<file path="src/rtl/cpu_pkg.sv">
// Definitions shared by the CPU and its program loader.
// Loader states depend on LOADER_CHECKSUM_EN (CHECK state only when the checksum byte exists).
package cpu_pkg;

  localparam int unsigned INSTR_W         = 35;
  localparam int unsigned BYTES_PER_INSTR = 5;
  localparam logic [7:0]  RSVD_MASK       = 8'hF8;

  typedef enum logic [2:0] {
    StIdle,
    StCount,
    StByte,
    StWrite
`ifdef LOADER_CHECKSUM_EN
    , StCheck
`endif
  } loader_state_e;

endpackage

</file>
<file path="src/rtl/rise_detect.sv">
// Rising-edge detector: remembers the previous sample, flags a low-to-high step.
module rise_detect (
  input  logic Clock,
  input  logic Reset,
  input  logic d_i,
  output logic rise_o
);

  logic d_q;

  always_ff @(posedge Clock) begin
    if (Reset) d_q <= 1'b0;
    else       d_q <= d_i;
  end

  assign rise_o = d_i & ~d_q;

endmodule

</file>
<file path="src/rtl/prog_loader.sv">
// Serial program loader: assembles 5-byte instructions from Din and writes program RAM,
// holding the CPU in reset while loading. LOADER_CHECKSUM_EN adds a trailing XOR checksum byte.
module prog_loader #(
  parameter int unsigned INSTR_W = 35,
  parameter int unsigned ADDR_W  = 8
) (
  input  logic               Clock,
  input  logic               Reset,
  input  logic               Load,
  input  logic               Sample,
  input  logic [7:0]         Din,
  output logic               WrEn,
  output logic [ADDR_W-1:0]  WrAddr,
  output logic [INSTR_W-1:0] WrData,
  output logic               CpuHold,
  output logic               Busy,
  output logic               Done,
  output logic               Error
);
  import cpu_pkg::*;

  // Byte0 bits 7:3 are reserved zero, so only the low 27 bits of the first four bytes are kept.
  localparam int unsigned ShiftW = INSTR_W - 8;

  loader_state_e      state_q;
  logic [ShiftW-1:0]  shift_q;
  logic [2:0]         idx_q;
  logic [7:0]         count_q;
  logic [ADDR_W-1:0]  addr_q;
  logic               pend_q;
  logic [7:0]         pend_data_q;
  logic               wr_en_q, hold_q, busy_q, done_q, error_q;
  logic [ADDR_W-1:0]  wr_addr_q;
  logic [INSTR_W-1:0] wr_data_q;
`ifdef LOADER_CHECKSUM_EN
  logic [7:0]         acc_q;
`endif

  logic              load_rise, sample_rise, byte_vld;
  logic [7:0]        byte_in;
  logic [ADDR_W-1:0] last_addr;

  rise_detect u_load_rise (
    .Clock  (Clock),
    .Reset  (Reset),
    .d_i    (Load),
    .rise_o (load_rise)
  );

  rise_detect u_sample_rise (
    .Clock  (Clock),
    .Reset  (Reset),
    .d_i    (Sample),
    .rise_o (sample_rise)
  );

  // A strobe that lands on the WRITE cycle is parked and replayed the following cycle.
  assign byte_vld  = sample_rise | pend_q;
  assign byte_in   = pend_q ? pend_data_q : Din;
  assign last_addr = ADDR_W'(count_q - 8'd1);

  always_ff @(posedge Clock) begin
    if (Reset) begin
      state_q     <= StIdle;
      shift_q     <= '0;
      idx_q       <= '0;
      count_q     <= '0;
      addr_q      <= '0;
      pend_q      <= 1'b0;
      pend_data_q <= '0;
      wr_en_q     <= 1'b0;
      wr_addr_q   <= '0;
      wr_data_q   <= '0;
      hold_q      <= 1'b0;
      busy_q      <= 1'b0;
      done_q      <= 1'b0;
      error_q     <= 1'b0;
`ifdef LOADER_CHECKSUM_EN
      acc_q       <= '0;
`endif
    end else begin
      wr_en_q <= 1'b0;
      unique case (state_q)
        StIdle: begin
          pend_q <= 1'b0;
          if (load_rise) begin
            state_q <= StCount;
            hold_q  <= 1'b1;
            busy_q  <= 1'b1;
            done_q  <= 1'b0;
            error_q <= 1'b0;
            addr_q  <= '0;
          end
        end
        StCount: begin
          if (byte_vld) begin
            pend_q  <= 1'b0;
            count_q <= byte_in;
            idx_q   <= '0;
            state_q <= StByte;
`ifdef LOADER_CHECKSUM_EN
            acc_q   <= byte_in;
`endif
          end
        end
        StByte: begin
          if (byte_vld) begin
            pend_q <= 1'b0;
            if (idx_q == '0 && (byte_in & RSVD_MASK) != 8'h00) begin
              state_q <= StIdle;
              busy_q  <= 1'b0;
              error_q <= 1'b1;
            end else begin
              shift_q <= {shift_q[ShiftW-9:0], byte_in};
              idx_q   <= idx_q + 3'd1;
`ifdef LOADER_CHECKSUM_EN
              acc_q   <= acc_q ^ byte_in;
`endif
              if (idx_q == 3'(BYTES_PER_INSTR - 1)) begin
                state_q   <= StWrite;
                wr_en_q   <= 1'b1;
                wr_addr_q <= addr_q;
                wr_data_q <= {shift_q, byte_in};
              end
            end
          end
        end
        StWrite: begin
          if (sample_rise) begin
            pend_q      <= 1'b1;
            pend_data_q <= Din;
          end
          if (addr_q == last_addr) begin
`ifdef LOADER_CHECKSUM_EN
            state_q <= StCheck;
`else
            state_q <= StIdle;
            busy_q  <= 1'b0;
            done_q  <= 1'b1;
            hold_q  <= 1'b0;
`endif
          end else begin
            addr_q  <= addr_q + 1'b1;
            idx_q   <= '0;
            state_q <= StByte;
          end
        end
`ifdef LOADER_CHECKSUM_EN
        StCheck: begin
          if (byte_vld) begin
            pend_q  <= 1'b0;
            state_q <= StIdle;
            busy_q  <= 1'b0;
            if ((acc_q ^ byte_in) == 8'h00) begin
              done_q <= 1'b1;
              hold_q <= 1'b0;
            end else begin
              error_q <= 1'b1;
            end
          end
        end
`endif
        default: state_q <= StIdle;
      endcase
    end
  end

  assign WrEn    = wr_en_q;
  assign WrAddr  = wr_addr_q;
  assign WrData  = wr_data_q;
  assign CpuHold = hold_q;
  assign Busy    = busy_q;
  assign Done    = done_q;
  assign Error   = error_q;

endmodule

</file>
<file path="config.mk">
export PLATFORM = sky130hd
export DESIGN_NAME = prog_loader
export DESIGN_NICKNAME = d
export VERILOG_FILES = /design/src/rtl/cpu_pkg.sv /design/src/rtl/rise_detect.sv /design/src/rtl/prog_loader.sv
export SDC_FILE = /design/constraint.sdc
export NUM_CORES = 1
export LEC_CHECK = 0
export ABC_CLOCK_PERIOD_IN_PS = 5880
export CAP_MARGIN = 10
export CORE_MARGIN = 2
export CORE_UTILIZATION = 29
export DETAILED_ROUTE_END_ITERATION = 12
export PLACE_DENSITY = 0.5
export SLEW_MARGIN = 5
export SYNTH_ARGS = -nofsm -noshare
export SYNTH_HDL_FRONTEND = slang
export SYNTH_SLANG_ARGS = --single-unit
</file>
<file path="constraint.sdc">
create_clock -name Clock -period 5.88 [get_ports Clock]
set_clock_uncertainty 0.05 [all_clocks]
set_input_delay 0.882 -clock Clock [delete_from_list [all_inputs] [get_ports Clock]]
set_output_delay 0.882 -clock Clock [all_outputs]
set_load 0.1 [all_outputs]
</file>
==> metrics.md, run 1 <==
| Metric | Value |
|---|---|
| Avg WL per Cell | 13.5 um |
| Psw | approximately 0.00054 W |
| Final Wtd Congestion | about 0.76 |
| Share of power burned in registers | 0.448 |
| Final setup viols | 0 |
| Post-Synthesis Cells | between 500 and 600 |
| Worst Setup Start Kind | input port |
| Die Area | between 15000 and 20000 um2 |
| Post-CTS Resized | 0 |
| Global route overflow | 0 |
| Pwr dens | approximately 310 nW/um2 |
| Core area | around 15000 um2 |
| # clock sinks | around 110 |
| Clk pwr share | 0.345 |
| CTS root buffer | clkbuf_16 |
| Tcrit/Tclk final | 0.636 |
| ANT cells | 0 |
| Top FF cell, synth | dfxtp_1 |
| Placed insts | 800 |
| Ratio of cells with drive above 1 in the final layout | 0.0381 |
| Peak supply drop | approximately 0.14 mV |
| Post-CTS Setup Bufs | 0 |
| CP endpoint | WrAddr[1] |
| Combinational group share of total power | 0.207 |
| Min Tclk post-route | about 3700 ps |
| Remaining DRCs | 0 |
| Critical Path RT | around 6000 ps |
| FP Rows | 45 |
| First-pass GRT wire length | 18500 um |
| Post-CTS Hold Fix Bufs | 0 |
| Number of global-route vias before repair | roughly 3600 |
| CP Capture Type | register |
| Achievable frequency | about 270 MHz |
| Initial antenna violation count | 0 |
| Boundary Pins | 60 |
| Final hold vios | 0 |
| Synthesis-stage register bit count | 107 |
| Async S/R FF share, synth | 0 |
| NumNets Final | 620 |
| DR vias/cell | roughly 4.7 |
| Status | completed |
| Antenna-violating nets left | 0 |
| Setup TNS | 0 ps |
| Hold/Removal Path Class | register to register |
| Worst-path clk slew | 70 ps |
| Actual slew at the worst max-slew pin | 1070 ps |
| Post-Layout Cell Count | slightly above 800 |
| Max Fanout on Critical Path | 37 |
| FF-to-FF path depth | 8 |
| Final Max Tran Viols | 0 |
| FF-to-FF End | WrAddr[1] |
| Detailed Route Iter0 Violations | 210 |
| Synth-to-layout area growth | 22.4% |
| DIE WIDTH | 129 um |
| Buffers added on ports | approximately 60 |
| Worst EP arrival | a little under 4000 ps |
| Commonest cells after routing, fill and taps aside | 135 x nand2_1, 107 x dfxtp_1, 80 x a21oi_1 |
| Via Count | 3856 |
| Synth Cell Area | 4550 um2 |
| Pleak | between 1.5 and 2 nW |
| Slew HR | 0.287 |
| Syn_area_per_cell | about 8.1 um2 |
| Largest net degree at the start of global routing | around 110 |
| Cell Int Power | approximately 0.0012 W |
| Total wire length | 11000 um |
| All-Layer GR Usage | 0.139 |
| HPWL after DPL | 7540 um |
| RSZ-0062 raised after global routing | false |
| Distinct cells, synth | 47 |
| Max Cap Viol | 0 |
| CP startpoint | Sample |
| Register-to-register setup slack | around 2800 ps |
| Net Count, Synth | 582 |
| Sw frac | 0.310 |
| Worst R2R Start | pend_q |
| TritonCTS clock tree | built |
| Overall Power | about 0.0017 W |
| DR pass1 iterations | 5 |
| Clock Latency Late Sink | 350 ps |
| Cts bufs inserted | 9 |
| Crit path kind | input port to register |
| Bufs on Longest Clock Path | 2 |
| Most common cell after layout, fill and taps aside | nand2_1 |
| H-tree depth | 3 |
| EDFF count, synth | 0 |
| Initial Util | 0.298 |
| Die height | roughly 130 um |
| Synth Warn # | 0 |
| Seq/Total Area, Yosys | 0.471 |
[flip-flops by register name, summed over array words and instances, names as in the netlist]
name               count
u_load_rise.d_q        1
u_sample_rise.d_q      1
WrAddr                 8
shift_q               27
pend_q                 1
Error                  1
addr_q                 8
WrEn                   1
pend_data_q            8
WrData                35
Done                   1
idx_q                  3
state_q                2
CpuHold                1
Busy                   1
count_q                8
[power by group through the flow]
stage	registers, W	clock network (W)	logic [W]
final	0.000781	0.000602	0.000362
after global routing	0.000786	0.000654	0.000409
after CTS	0.000781	0.000622	0.000363
after detailed placement	0.000798	0	0.000361
after global placement	0.000795	0	0.000353
after floorplan	0.000824	0	0.000247
[cell families (layout without fill, tap and decap cells)]
family / Yosys count / in the layout / share of synthesized area
flip-flops: 107 / 107 / 0.471
adder cells (fa/ha/maj): 8 / 8 / 0.0220
buffers and inverters: 51 / 93 / 0.0457
AND/OR/NAND/NOR: 231 / 231 / 0.221
AO/OA/AOI/OAI: 140 / 140 / 0.188
multiplexers: 17 / 17 / 0.0374
XOR/XNOR: 8 / 8 / 0.0154
[cells in the mapped netlist (2+ instances only)]
master     number  area [um2]
buf_4           2        15.0
nand4_1         5        31.3
a21boi_0        2        15.0
nor3_1          5        25.0
inv_1          15        56.3
nor2b_1         3        18.8
o22ai_1         2        12.5
o2111ai_1       2        17.5
a211o_1         2        17.5
xor2_1          5        43.8
mux2i_1        17         170
buf_2           7        35.0
a211oi_1       27         203
and2_1          4        25.0
o211ai_1        2        15.0
nor2_1         42         158
dfxtp_1       107        2140
or3_1           6        37.5
a21oi_1        80         400
a31oi_1         5        31.3
nand2_1       135         507
o21ai_0         6        30.0
clkbuf_1       26        97.6
and3_1          6        37.5
a311oi_1        2        17.5
xnor2_1         3        26.3
o21a_1          2        15.0
nand3_1        14        70.1
nand3b_1        3        22.5
ha_1            8         100
[area by class of cell]
cell class                 instances  area (um2)
multi-input combinational        404        2200
sequential                       107        2140
timing repair buffer              62         611
tap                              211         264
fill                            1613        9690
clock buffer                      10         229
clock inverter                     5        63.8
inverter                          16        60.1
[worst min path at each step]
stage,from,endpoint,slack [ps],cells past startpoint
global placement,pend_data_q[0],pend_data_q[0],390,2
floorplan,shift_q[19],WrData[27],380,2
detailed placement,WrData[18],WrData[18],400,2
global route,WrData[28],WrData[28],430,2
finish,WrData[31],WrData[31],400,2
CTS,WrData[18],WrData[18],400,2
[stage by stage]
step	setup slack, ps	util	area, um2	hold slack, ps
final	2140	0.365	5570	403
after global routing	1760	0.365	5570	427
after CTS	2120	0.365	5570	405
after detailed placement	1760	0.346	5280	396
after global placement	1810	0.346	5280	394
after floorplan	3350	-	4550	382
[layer usage]
layer / track usage / wire (um) / up-vias
li1: - / - / 2002
met1: 0.193 / 5460 / 1782
met2: 0.211 / 4900 / 60
met3: 0.0244 / 415 / 12
met4: 0.0607 / 197 / 0
met5: 0 / 0 / -
[critical path, stage by stage]
cell             delay (ps)
clkdlybuf4s50_1         460
nor2b_1                 580
nor2_1                  230
a211oi_4                200
buf_4                   360
and3_1                  570
buf_4                   410
nand2_1                 100
a21oi_1                 130
No activity file was read; power rests on OpenSTA's default activity.
==> run 2, diff against run 1 <==
ABC_CLOCK_PERIOD_IN_PS = 3400   (was 5880)
PLACE_DENSITY = 0.52   (was 0.5)
clock period = 3.4 ns   (was 5.88 ns; I/O delays follow)
==> run 2 against run 1 <==
Against the previous run: routed wire length is 1.8% higher; setup slack lost 1200 ps; count of clock-buffer cells in the layout down 1.
==> metrics.md, run 2 (synthesized netlist as in run 1, its figures left out) <==
| Metric | Value |
|---|---|
| DIE WIDTH | 129 um (unchanged) |
| CP startpoint | count_q[0] (was Sample) |
| First-pass GRT wire length | 18400 um (was 18500 um) |
| Post-CTS Setup Bufs | 0 (unchanged) |
| Final worst slack | 903 ps (was 2140 ps) |
| Total wire length | 11200 um (was 11000 um) |
| Max reg flops | 35 (unchanged) |
| Multi-input logic area | 2200 um2 (unchanged) |
| Number of global-route vias before repair | 3734 (was 3645) |
| DR pass1 iterations | 6 (was 5) |
| Tcrit/Tclk final | 0.734 |
| ANT cells | 0 (unchanged) |
| NumNets Final | 625 (was 620) |
| Die height | 129 um (unchanged) |
| Pwr dens | 544 nW/um2 (was 313 nW/um2) |
| Bufs on Longest Clock Path | 2 (unchanged) |
| Synth-to-layout area growth | 24.1% (was 22.4%) |
| Dpl ws | 634 ps (was 1760 ps) |
| FP Rows | 45 (unchanged) |
| Worst R2R Start | count_q[0] (was pend_q) |
| Remaining DRCs | 0 (unchanged) |
| Post-CTS Hold Fix Bufs | 0 (unchanged) |
| Boundary Pins | 60 (unchanged) |
| FF/Latch Area | 2140 um2 (unchanged) |
| Status | completed (unchanged) |
| Final Wtd Congestion | 0.756 (was 0.763) |
| Clock Latency Late Sink | 350 ps (about the same) |
| Worst Setup Start Kind | register (was input port) |
| Slew HR | 0.342 (was 0.287) |
| Worst-path clk slew | 70 ps (about the same) |
| Die Area | 16700 um2 (unchanged) |
| Placed insts | 805 (was 800) |
| WL met3 | 553 um (was 415 um) |
| Commonest cells after routing, fill and taps aside | 135 x nand2_1, 107 x dfxtp_1, 80 x a21oi_1 (unchanged) |
| Post-Layout Cell Count | 821 (was 815) |
| DR vias/cell | 4.80 (was 4.73) |
| Ratio of cells with drive above 1 in the final layout | 0.0508 (was 0.0381) |
| Max Cap Viol | 0 (unchanged) |
| Actual slew at the worst max-slew pin | 985 ps (was 1070 ps) |
| All-Layer GR Usage | 0.138 (was 0.139) |
| Met1 WL | 5400 um (was 5460 um) |
| Critical Path RT | 3630 ps (was 6100 ps) |
| Buffers added on ports | 59 (unchanged) |
| Worst EP arrival | 2730 ps (was 3960 ps) |
| Most common cell after layout, fill and taps aside | nand2_1 (unchanged) |
| Core area | 15300 um2 (unchanged) |
| Cts bufs inserted | 9 (unchanged) |
| Initial Util | 0.298 (unchanged) |
| Avg WL per Cell | 13.6 um (was 13.5 um) |
| TritonCTS clock tree | built (unchanged) |
| Achievable frequency | 400 MHz |
| Hold/Removal Path Class | register to register (unchanged) |
| Hold path start | WrData[22] (was WrData[31]) |
| Overall Power | 0.00307 W (was 0.00175 W) |
| Critical path cell sequence | inv_1, ha_1, and2_1, o211a_1, o21ai_0, a21boi_0, buf_4, a211oi_1, mux2i_1 (was clkdlybuf4s50_1, nor2b_1, nor2_1, a211oi_4, buf_4, and3_1, buf_4, nand2_1, a21oi_1) |
| Setup TNS | 0 ps (unchanged) |
| Crit path kind | register to register (was input port to register) |
| Max Fanout on Critical Path | 11 (was 37) |
| HPWL after DPL | 7590 um (was 7540 um) |
| RSZ-0062 raised after global routing | false (unchanged) |
| Uppermost layer routed | met4 (unchanged) |
| Pleak | 1.85 nW (was 1.80 nW) |
| CTS root buffer | clkbuf_16 (unchanged) |
| Peak supply drop | 0.221 mV (was 0.138 mV) |
| Fill count | 1609 (was 1613) |
| Initial antenna violation count | 0 (unchanged) |
| H-tree depth | 3 (unchanged) |
| Post-Route Utilization | 0.370 (was 0.365) |
| Metal2 WL | 5010 um (was 4900 um) |
| # clock sinks | 107 (unchanged) |
| Max stage delay on crit path | 410 ps (was 580 ps) |
| Detailed Route Iter0 Violations | 202 (was 210) |
| Min Tclk post-route | approximately 2500 ps |
| Via Count | 3940 (was 3856) |
| Post-CTS Resized | 0 (unchanged) |
| Slowest CP cell | dfxtp_1 (was nor2b_1) |
| Final Max Tran Viols | 0 (unchanged) |
| Largest net degree at the start of global routing | 60 (was 105) |
| Global route overflow | 0 (unchanged) |
| CP Capture Type | register (unchanged) |
| Final hold vios | 0 (unchanged) |
| Antenna-violating nets left | 0 (unchanged) |
| Final setup viols | 0 (unchanged) |
run 2: cell count changes in the layout (fill, tap and decap cells not counted), moves of 2 or more:
cell,change
clkinv_4,-2
inv_6,+2
buf_4,+4
buf_12,+2
run 2: report_power, final:
group / internal (W) / switching [W]
Sequential: 0.00130 / 0.0000518
Combinational: 0.000213 / 0.000422
Clock: 0.000586 / 0.000503
run 2: stage by stage:
step	instance area, um2	hold WS [ps]
floorplan	4550	382
global placement	5340	392
detailed placement	5340	397
CTS	5640	409
global route	5640	422
finish	5640	404
run 2: layout make-up:
class                   instances  share of cell area
well taps                     211              0.0468
inverters                      16              0.0106
flip-flops and latches        107               0.380
clock inverters                 7              0.0146
multi-input cells             404               0.390
clock buffers                   9              0.0399
repair buffers                 67               0.119
run 2: critical path, delay by kind of cell, from the launching register on:
kind	cells	cell delay, ps
AO/OA/AOI/OAI	4	950
flip-flops	1	410
adder cells (fa/ha/maj)	1	300
buffers and inverters	2	270
multiplexers	1	240
AND/OR/NAND/NOR	1	210
run 2: final timing paths:
check,cells after the start,slack (ps),end
max reg2reg,9,900,idx_q[1]
max,9,900,idx_q[1]
min,2,400,WrData[22]
min reg2reg,2,400,WrData[22]
run 2: routing by layer:
metal  vias up  track usage
met3        15       0.0248
met4         0       0.0665
met5         -            0
li1       2013            -
met1      1842        0.182
met2        70        0.219
==> run 3, diff against run 2 <==
ABC_CLOCK_PERIOD_IN_PS = 2200   (was 3400)
clock period = 2.2 ns   (was 3.4 ns; I/O delays follow)
==> run 3 against run 2 <==
Against the previous run: die area stayed put; routed wire length up 6.6%; design area increased by 2.8%; highest routed layer unchanged; setup slack got worse by 800 ps; count of clock-buffer cells in the layout grew 1; core utilization grew 1.0 points; critical path depth up 1; sequential share of layout area shrank 1.0 points; total power grew 60%; via count rose by 3.0%.
==> metrics.md, run 3 (synthesized netlist as in run 1, its figures left out) <==
| Metric | Value |
|---|---|
| Fill count | 1601 (was 1609) |
| FP Rows | 45 (unchanged) |
| Final hold vios | 0 (unchanged) |
| HPWL after DPL | 8240 um (was 7590 um) |
| Synth-to-layout area growth | 27.5% (was 24.1%) |
| Critical path cell sequence | inv_1, ha_1, buf_4, xor2_1, o21ai_0, o22ai_2, a211o_1, o21ai_0, buf_4, a311oi_1 (was inv_1, ha_1, and2_1, o211a_1, o21ai_0, a21boi_0, buf_4, a211oi_1, mux2i_1) |
| Detailed Route Iter0 Violations | 270 (was 202) |
| DIE WIDTH | 129 um (unchanged) |
| Max Fanout on Critical Path | 5 (was 11) |
| Placed insts | 836 (was 805) |
| Antenna-violating nets left | 0 (unchanged) |
| CP Capture Type | register (unchanged) |
| Largest net degree at the start of global routing | 60 (unchanged) |
| Final Wtd Congestion | 0.808 (was 0.756) |
| Max reg flops | 35 (unchanged) |
| First-pass GRT wire length | 19500 um (was 18400 um) |
| All-Layer GR Usage | 0.147 (was 0.138) |
| Pwr dens | 846 nW/um2 (was 544 nW/um2) |
| Actual slew at the worst max-slew pin | 593 ps (was 985 ps) |
| Overall Power | 0.00491 W (was 0.00307 W) |
| FF/Latch Area | 2140 um2 (about the same) |
| Pleak | 2.12 nW (was 1.85 nW) |
| Most common cell after layout, fill and taps aside | nand2_1 (unchanged) |
| Final Max Tran Viols | 0 (unchanged) |
| Die Area | 16700 um2 (unchanged) |
| DR pass1 iterations | 4 (was 6) |
| Hold/Removal Path Class | input port to register (was register to register) |
| Worst-path clk slew | 70 ps (about the same) |
| Die height | 129 um (unchanged) |
| Post-CTS Hold Fix Bufs | 0 (unchanged) |
| Min Tclk post-route | 2090 ps (was 2500 ps) |
| Tcrit/Tclk final | 0.952 (was 0.734) |
| Via Count | 4060 (was 3940) |
| Worst EP arrival | 2280 ps (was 2730 ps) |
| Bufs on Longest Clock Path | 2 (unchanged) |
| Max stage delay on crit path | 330 ps (was 410 ps) |
| Final setup viols | 0 (unchanged) |
| Remaining DRCs | 0 (unchanged) |
| CTS root buffer | clkbuf_16 (unchanged) |
| Total wire length | 11900 um (was 11200 um) |
| Boundary Pins | 60 (unchanged) |
| # clock sinks | 107 (unchanged) |
| Avg WL per Cell | 14.0 um (was 13.6 um) |
| H-tree depth | 3 (unchanged) |
| Peak supply drop | 0.357 mV (was 0.221 mV) |
| Worst path buffer plus inverter count | 3 (was 2) |
| Max Cap Viol | 0 (unchanged) |
| Cts bufs inserted | 9 (unchanged) |
| Critical Path RT | 2380 ps (was 3630 ps) |
| Buffers added on ports | 59 (unchanged) |
| Initial Util | 0.298 (unchanged) |
| Commonest cells after routing, fill and taps aside | 135 x nand2_1, 106 x dfxtp_1, 83 x buf_4 (was 135 x nand2_1, 107 x dfxtp_1, 80 x a21oi_1) |
| Slowest CP cell | dfxtp_1 (unchanged) |
| Slew HR | 0.593 (was 0.342) |
| Initial antenna violation count | 0 (unchanged) |
| Number of global-route vias before repair | 3823 (was 3734) |
| Crit path max-delay family | compound AO/OA/AOI/OAI gates (unchanged) |
| TritonCTS clock tree | built (unchanged) |
| ANT cells | 0 (unchanged) |
| Core area | 15300 um2 (unchanged) |
| Multi-input logic area | 2230 um2 (was 2200 um2) |
| Post-Route Utilization | 0.380 (was 0.370) |
| Achievable frequency | 478 MHz (was 400 MHz) |
| Post-Layout Cell Count | 852 (was 821) |
| Status | completed (unchanged) |
| Global route overflow | 0 (unchanged) |
| NumNets Final | 656 (was 625) |
| Clock Latency Late Sink | 350 ps (about the same) |
| DR vias/cell | 4.77 (was 4.80) |
| Worst Setup Start Kind | register (unchanged) |
| Crit path kind | register to register (unchanged) |
| Ratio of cells with drive above 1 in the final layout | 0.176 (was 0.0508) |
==> run 3: worst register-to-register path: stages, from the launching register on <==
cell and delay [ps]:
dfxtp_1 330, inv_1 50, ha_1 220, buf_4 160, xor2_1 130, o21ai_0 190
o22ai_2 130, a211o_1 270, o21ai_0 200, buf_4 160, a311oi_1 80
==> run 3: report_power, final <==
part	internal (W)	switching [W]	total [W]	leakage, nW
sequential	0.00200	0.0000758	0.00208	0.864
combinational	0.000458	0.000706	0.00116	1.11
clock	0.000897	0.000770	0.00167	0.145
==> run 3: layout make-up <==
type,count,share of cell area
timing repair buffer,98,0.139
clock inverter,6,0.0123
tap,211,0.0455
sequential,107,0.369
inverter,16,0.0104
clock buffer,10,0.0395
multi-input combinational,404,0.384
==> run 3: metrics by stage <==
stage               instance area [um2]  worst slack (ps)  hold WS [ps]  setup TNS [ps]
global placement                   5460              -144           392           -5560
finish                             5800               106           365               0
CTS                                5760              71.3           360               0
global route                       5800             -24.8           404            -110
floorplan                          4550              26.2           382               0
detailed placement                 5460              -203           398           -8760
==> run 3: path summary, 6_finish.rpt <==
| check | start | endpoint | slack (ps) | cells past startpoint |
|---|---|---|---|---|
| max | count_q[0] | state_q[1] | 110 | 10 |
| min | Reset | u_load_rise.d_q | 370 | 2 |
| max reg2reg | count_q[0] | state_q[1] | 110 | 10 |
| min reg2reg | WrData[33] | WrData[33] | 400 | 2 |
==> run 3: layer usage <==
layer	up-vias	global-route usage	share of wire
li1	2079	-	-
met1	1878	0.209	0.49
met2	89	0.218	0.44
met3	14	0.0273	0.049
met4	0	0.0659	0.018
met5	-	0	0
==> run 3: repair_timing <==
item,in CTS,in global routing
resized for setup,1,10
pin swaps,0,1
buffers inserted,0,0
setup endpoints to repair,5,41
